**src/rtl/fft_frame_streamer.sv**
```systemverilog
`default_nettype none
// =============================================================================
// Module   : fft_frame_streamer
// Brief    : Frames a complex sample stream into FFT_LEN-point Avalon-ST packets,
//            latches FFT/IFFT mode per frame and zero-pads frames cut by flush.
//            Define CP_REMOVE_EN to strip CP_LEN cyclic-prefix samples per symbol.
// Revision : 1.0 - initial release
// =============================================================================
module fft_frame_streamer #(
   parameter int DATA_W  = 8,
   parameter int FFT_LEN = 64,
   parameter int CP_LEN  = 16
) (
   input  logic              clk,
   input  logic              reset,
   input  logic              in_valid,
   output logic              in_ready,
   input  logic [DATA_W-1:0] in_re,
   input  logic [DATA_W-1:0] in_im,
   input  logic              in_inverse,
   input  logic              flush,
   output logic              sink_valid,
   input  logic              sink_ready,
   output logic              sink_sop,
   output logic              sink_eop,
   output logic [DATA_W-1:0] sink_real,
   output logic [DATA_W-1:0] sink_imag,
   output logic              inverse,
   output logic [1:0]        sink_error,
   output logic [15:0]       frame_count
);

   localparam int                 c_IDX_W = $clog2(FFT_LEN);
   localparam logic [c_IDX_W-1:0] c_LAST  = c_IDX_W'(FFT_LEN - 1);

   typedef enum logic [1:0] {
      S_IDLE = 2'd0,
      S_RUN  = 2'd1,
      S_PAD  = 2'd2,
      S_DROP = 2'd3
   } state_t;

   generate
      if (FFT_LEN < 8 || FFT_LEN > 1024 || (FFT_LEN & (FFT_LEN - 1)) != 0 ||
          CP_LEN < 1 || CP_LEN >= FFT_LEN) begin : g_bad_param
         $error("fft_frame_streamer: illegal FFT_LEN or CP_LEN");
      end
   endgenerate

`ifdef CP_REMOVE_EN
   // Every symbol, including the first after reset, opens with its prefix.
   localparam state_t             c_FRAME_DONE = S_DROP;
   localparam logic [c_IDX_W-1:0] c_CP_LAST    = c_IDX_W'(CP_LEN - 1);
   logic [c_IDX_W-1:0]            r_dcnt;
`else
   localparam state_t c_FRAME_DONE = S_IDLE;
`endif

   state_t              r_state;
   state_t              w_next;
   logic                w_load;
   logic                w_ready;
   logic                w_ld_smp;
   logic                w_ld_pad;
   logic [c_IDX_W-1:0]  r_idx;
   logic                r_valid;
   logic                r_sop;
   logic                r_eop;
   logic                r_inv;
   logic [DATA_W-1:0]   r_re;
   logic [DATA_W-1:0]   r_im;
   logic [15:0]         r_fcnt;

   assign w_load = ~r_valid | sink_ready;

   always_ff @(posedge clk) begin
      if (reset) r_state <= c_FRAME_DONE;
      else       r_state <= w_next;
   end

   always_comb begin
      w_next   = r_state;
      w_ready  = 1'b0;
      w_ld_smp = 1'b0;
      w_ld_pad = 1'b0;
      case (r_state)
         S_IDLE: begin
            w_ready  = w_load;
            w_ld_smp = in_valid & w_load;
            if (w_ld_smp) w_next = S_RUN;
         end
         S_RUN: begin
            w_ready  = w_load;
            w_ld_smp = in_valid & w_load;
            // A sample arriving with flush is taken first; if it closes the frame, no padding.
            if (w_ld_smp && r_idx == c_LAST) w_next = c_FRAME_DONE;
            else if (flush)                  w_next = S_PAD;
         end
         S_PAD: begin
            w_ld_pad = w_load;
            if (w_load && r_idx == c_LAST) w_next = c_FRAME_DONE;
         end
         default: begin
`ifdef CP_REMOVE_EN
            w_ready = 1'b1;
            if (!flush && in_valid && r_dcnt == c_CP_LAST) w_next = S_IDLE;
`endif
         end
      endcase
      if (reset) w_ready = 1'b0;
   end

`ifdef CP_REMOVE_EN
   always_ff @(posedge clk) begin
      if (reset || r_state != S_DROP || flush) r_dcnt <= '0;
      else if (in_valid)                       r_dcnt <= (r_dcnt == c_CP_LAST) ? '0 : r_dcnt + 1'b1;
   end
`endif

   always_ff @(posedge clk) begin
      if (reset) begin
         r_idx   <= '0;
         r_valid <= 1'b0;
         r_sop   <= 1'b0;
         r_eop   <= 1'b0;
         r_inv   <= 1'b0;
         r_re    <= '0;
         r_im    <= '0;
         r_fcnt  <= '0;
      end else begin
         if (w_ld_smp || w_ld_pad) begin
            r_valid <= 1'b1;
            r_sop   <= (r_idx == '0);
            r_eop   <= (r_idx == c_LAST);
            r_re    <= w_ld_smp ? in_re : '0;
            r_im    <= w_ld_smp ? in_im : '0;
            r_idx   <= (r_idx == c_LAST) ? '0 : r_idx + 1'b1;
         end else if (sink_ready) begin
            r_valid <= 1'b0;
         end
         if (w_ld_smp && r_state == S_IDLE) r_inv <= in_inverse;
         if (r_valid && sink_ready && r_eop) r_fcnt <= r_fcnt + 16'd1;
      end
   end

   assign in_ready    = w_ready;
   assign sink_valid  = r_valid;
   assign sink_sop    = r_sop;
   assign sink_eop    = r_eop;
   assign sink_real   = r_re;
   assign sink_imag   = r_im;
   assign inverse     = r_inv;
   assign sink_error  = 2'b00;
   assign frame_count = r_fcnt;

endmodule
`default_nettype wire

```
**config.mk**
```make
export PLATFORM = sky130hd
export DESIGN_NAME = fft_frame_streamer
export DESIGN_NICKNAME = d
export VERILOG_FILES = /design/src/rtl/fft_frame_streamer.sv
export SDC_FILE = /design/constraint.sdc
export NUM_CORES = 1
export LEC_CHECK = 0
export BUFFER_PORTS_ARGS = -buffer_cell sky130_fd_sc_hd__buf_2
export CORE_UTILIZATION = 50
export CTS_CLUSTER_DIAMETER = 40
export CTS_CLUSTER_SIZE = 30
export DETAILED_ROUTE_END_ITERATION = 10
export PLACE_DENSITY = 0.76
export SLEW_MARGIN = 10
export SYNTH_ARGS = -nofsm -noshare
export SYNTH_HDL_FRONTEND = slang
export SYNTH_SLANG_ARGS = --single-unit
export TNS_END_PERCENT = 5
```
**constraint.sdc**
```tcl
create_clock -name clk -period 2.32 [get_ports clk]
set_clock_uncertainty 0.15 [all_clocks]
set_input_delay 0.232 -clock clk [delete_from_list [all_inputs] [get_ports clk]]
set_output_delay 0.232 -clock clk [all_outputs]
set_load 0.02 [all_outputs]
```
==> results_dict.tcl <==
set metrics [dict create \
    num_vias 1705 \
    leakage_nw 1.07 \
    final_cell_area_sq_um 2370 \
    cts_root_buffer "clkbuf_8" \
    ant_nets 0 \
    drtPass1Iterations 4 \
    drc 0 \
    syn_to_final_growth_pct 22.3 \
    async_reset_ff_share_pct 0 \
    ys_seq_area_share_pct 45.4 \
    grt_antenna_before_repair 0 \
    cp_slowest_cell "a2111oi_0" \
    total_power_mw 2.37 \
    rsz0062_at_grt "false" \
    post-route-period-util_pct 84.3 \
    cts_setup_buffers 0 \
    synth_area_per_cell_sq_um 8.94 \
    cts_resized 0 \
    place.gp.congestion 0.774 \
    grt-ovfl-total 0 \
    switchingPower_mw 0.869 \
    dieHeight_microns 64.3 \
    start_kind "flop" \
    mostFrequentLayoutCell "buf_2" \
    grt_first_pass_wirelength_mm 6.76 \
    htree_levels 2 \
    peakVddDrop_mv 0.719 \
    mostFrequentLayoutCells "buf_2 (58), nor2_1 (44), dfxtp_1 (44)" \
    pre_cts_ws_ns 0.420 \
    num-nets-final 302 \
    netlist_instances 217 \
    dieArea_sq_um 4130 \
    start_util_pct 52.6 \
    netlist_area_sq_um 1940 \
    sw_frac_of_total_pct 36.6 \
    hold_class "input pin to flop" \
    fin_ws_ns 0.365 \
    drt-wirelength-per-cell_microns 12.3 \
    max_freq_ghz 0.512 \
    critPathTopFamily "compound AO/OA/AOI/OAI gates" \
    maxSlewViolCount 0 \
    cap_viol_max_count 0 \
    combPwrFrac_pct 36.3 \
    multi_input_area_sq_um 976 \
    period_minus_slack_ns 1.96 \
    worstPathArrival_ns 2.01 \
    cp-end-kind "flop" \
    cts_hold_buf 0 \
    cp_max_fo 6 \
    p_seq_share_pct 39.4 \
    seqCellArea_sq_um 881 \
    cts.path.max_buffers 2 \
    drt_wl_total_mm 3.96 \
    setup_viol 0 \
    intPower_mw 1.51 \
    die_width_microns 64.3 \
    via_per_inst 5.28 \
    ys_warn_count 0 \
    cts-buffers-inserted 5 \
    io_buffer_count 58 \
    p_clk_share_pct 24.2 \
    place_inst 315 \
    drtIter0Drc 117 \
    cts.clk_slew.worst_paths_ns 0.08 \
    power_density_nw_per_um2 1000 \
    place_hpwl_mm 2.91 \
    synthDistinctLibCells 37 \
    nFillCells 336 \
    synth_enable_flop_cells 0 \
    grt_pass1_vias 1562 \
    grt_max_degree 24 \
    rows 22 \
    io_pins 61 \
    crit_type "flop to flop" \
    grtUsageTotal_pct 21.3 \
    clock_latency_ns 0.29 \
    cpPeakStageDelay_ns 0.37 \
    cp.required_ns 2.37 \
    status "finished, final reports clean" \
    stdcell_count 323 \
    crit_chain "inv_1 > ha_1 > nor2b_1 > a2111oi_0 > or2_1 > a21oi_1 > a311oi_1" \
    fin_setup_tns_ns 0 \
    path_buf_inv 1 \
    synth_flop_cell "dfxtp_1" \
    hold_viol 0 \
    final_layout_size_suffix_gt1_share_pct 27.3 \
    cts_tree "done" \
    cts.sinks 44 \
    core_region_area_sq_um 3690 \
    antenna_cells 0 \
    synth_seq_cells 44 \
    placed_area_sq_um 2260 \
]
[per-stage QoR]
stage               util [%]  hold WS (ns)
finish                  64.3        0.0164
global route            64.3        0.0244
CTS                     64.3       0.00707
detailed placement      61.3         0.306
global placement        61.3         0.314
floorplan                  -         0.226
[area by class of cell]
class                           count  area share [%]
Multi-Input combinational cell    155            41.2
Inverter                            6           0.950
Sequential cell                    44            37.2
Tap cell                           48            2.53
Timing Repair Buffer               62            13.5
Clock inverter                      3            1.79
Clock buffer                        5            2.90
[Yosys cell counts (3+ instances only)]
library cell	n	area [sq um]
dfxtp_1	44	881
nor2_1	44	165
a22oi_1	16	120
xor2_1	13	114
nand2_1	10	37.5
a21oi_1	8	40.0
nand4_1	8	50.1
buf_2	6	30.0
ha_1	6	75.1
inv_1	6	22.5
and3_1	5	31.3
clkbuf_1	5	18.8
nand3_1	5	25.0
xnor2_1	5	43.8
nor3_1	4	20.0
and4_1	3	26.3
o21ai_0	3	15.0
[power by group through the flow]
stage	clock network (mW)	logic [mW]	registers, mW
2_1_floorplan	0	0.559	1.03
3_3_place_gp	0	0.840	0.951
3_5_place_dp	0	0.860	0.950
4_1_cts	0.595	0.864	0.935
5_1_grt	0.631	0.965	0.950
6_report	0.576	0.863	0.936
[state kept, by name (all words and copies together), names as in the netlist]
signal,count
sink_eop,1
sink_real,8
sink_imag,8
sink_sop,1
inverse,1
r_state,2
sink_valid,1
r_idx,6
frame_count,16
[worst paths after layout]
| kind | start | to | slack [ns] | cells past startpoint |
|---|---|---|---|---|
| hold reg to reg | sink_sop | sink_sop | 0.33 | 2 |
| setup reg to reg | r_state[1] | r_state[0] | 0.36 | 7 |
| setup / recovery | r_state[1] | r_state[0] | 0.36 | 7 |
| hold / removal | in_re[7] | sink_real[7] | 0.02 | 3 |
[worst register-to-register path: stages (launching register included)]
cell and delay (ns):
dfxtp_1 0.36, inv_1 0.07, ha_1 0.25, nor2b_1 0.17, a2111oi_0 0.37, or2_1 0.18, a21oi_1 0.07, a311oi_1 0.26
[cell families after synthesis]
| kind of cell | synth area share [%] |
|---|---|
| other | 0.193 |
| AND/OR/NAND/NOR | 22.7 |
| XOR/XNOR | 8.13 |
| buffers and inverters | 4.45 |
| multiplexers | 1.03 |
| adder cells (fa/ha/maj) | 3.87 |
| flip-flops | 45.4 |
| AO/OA/AOI/OAI | 14.2 |
[layer usage]
layer	routed length [microns]	global-route usage [%]	vias to the layer above
li1	-	-	863
met1	1800	25.1	780
met2	1810	35.1	52
met3	259	6.07	10
met4	91	10.3	0
met5	0	0	-
(Power assumes the default switching activity.)
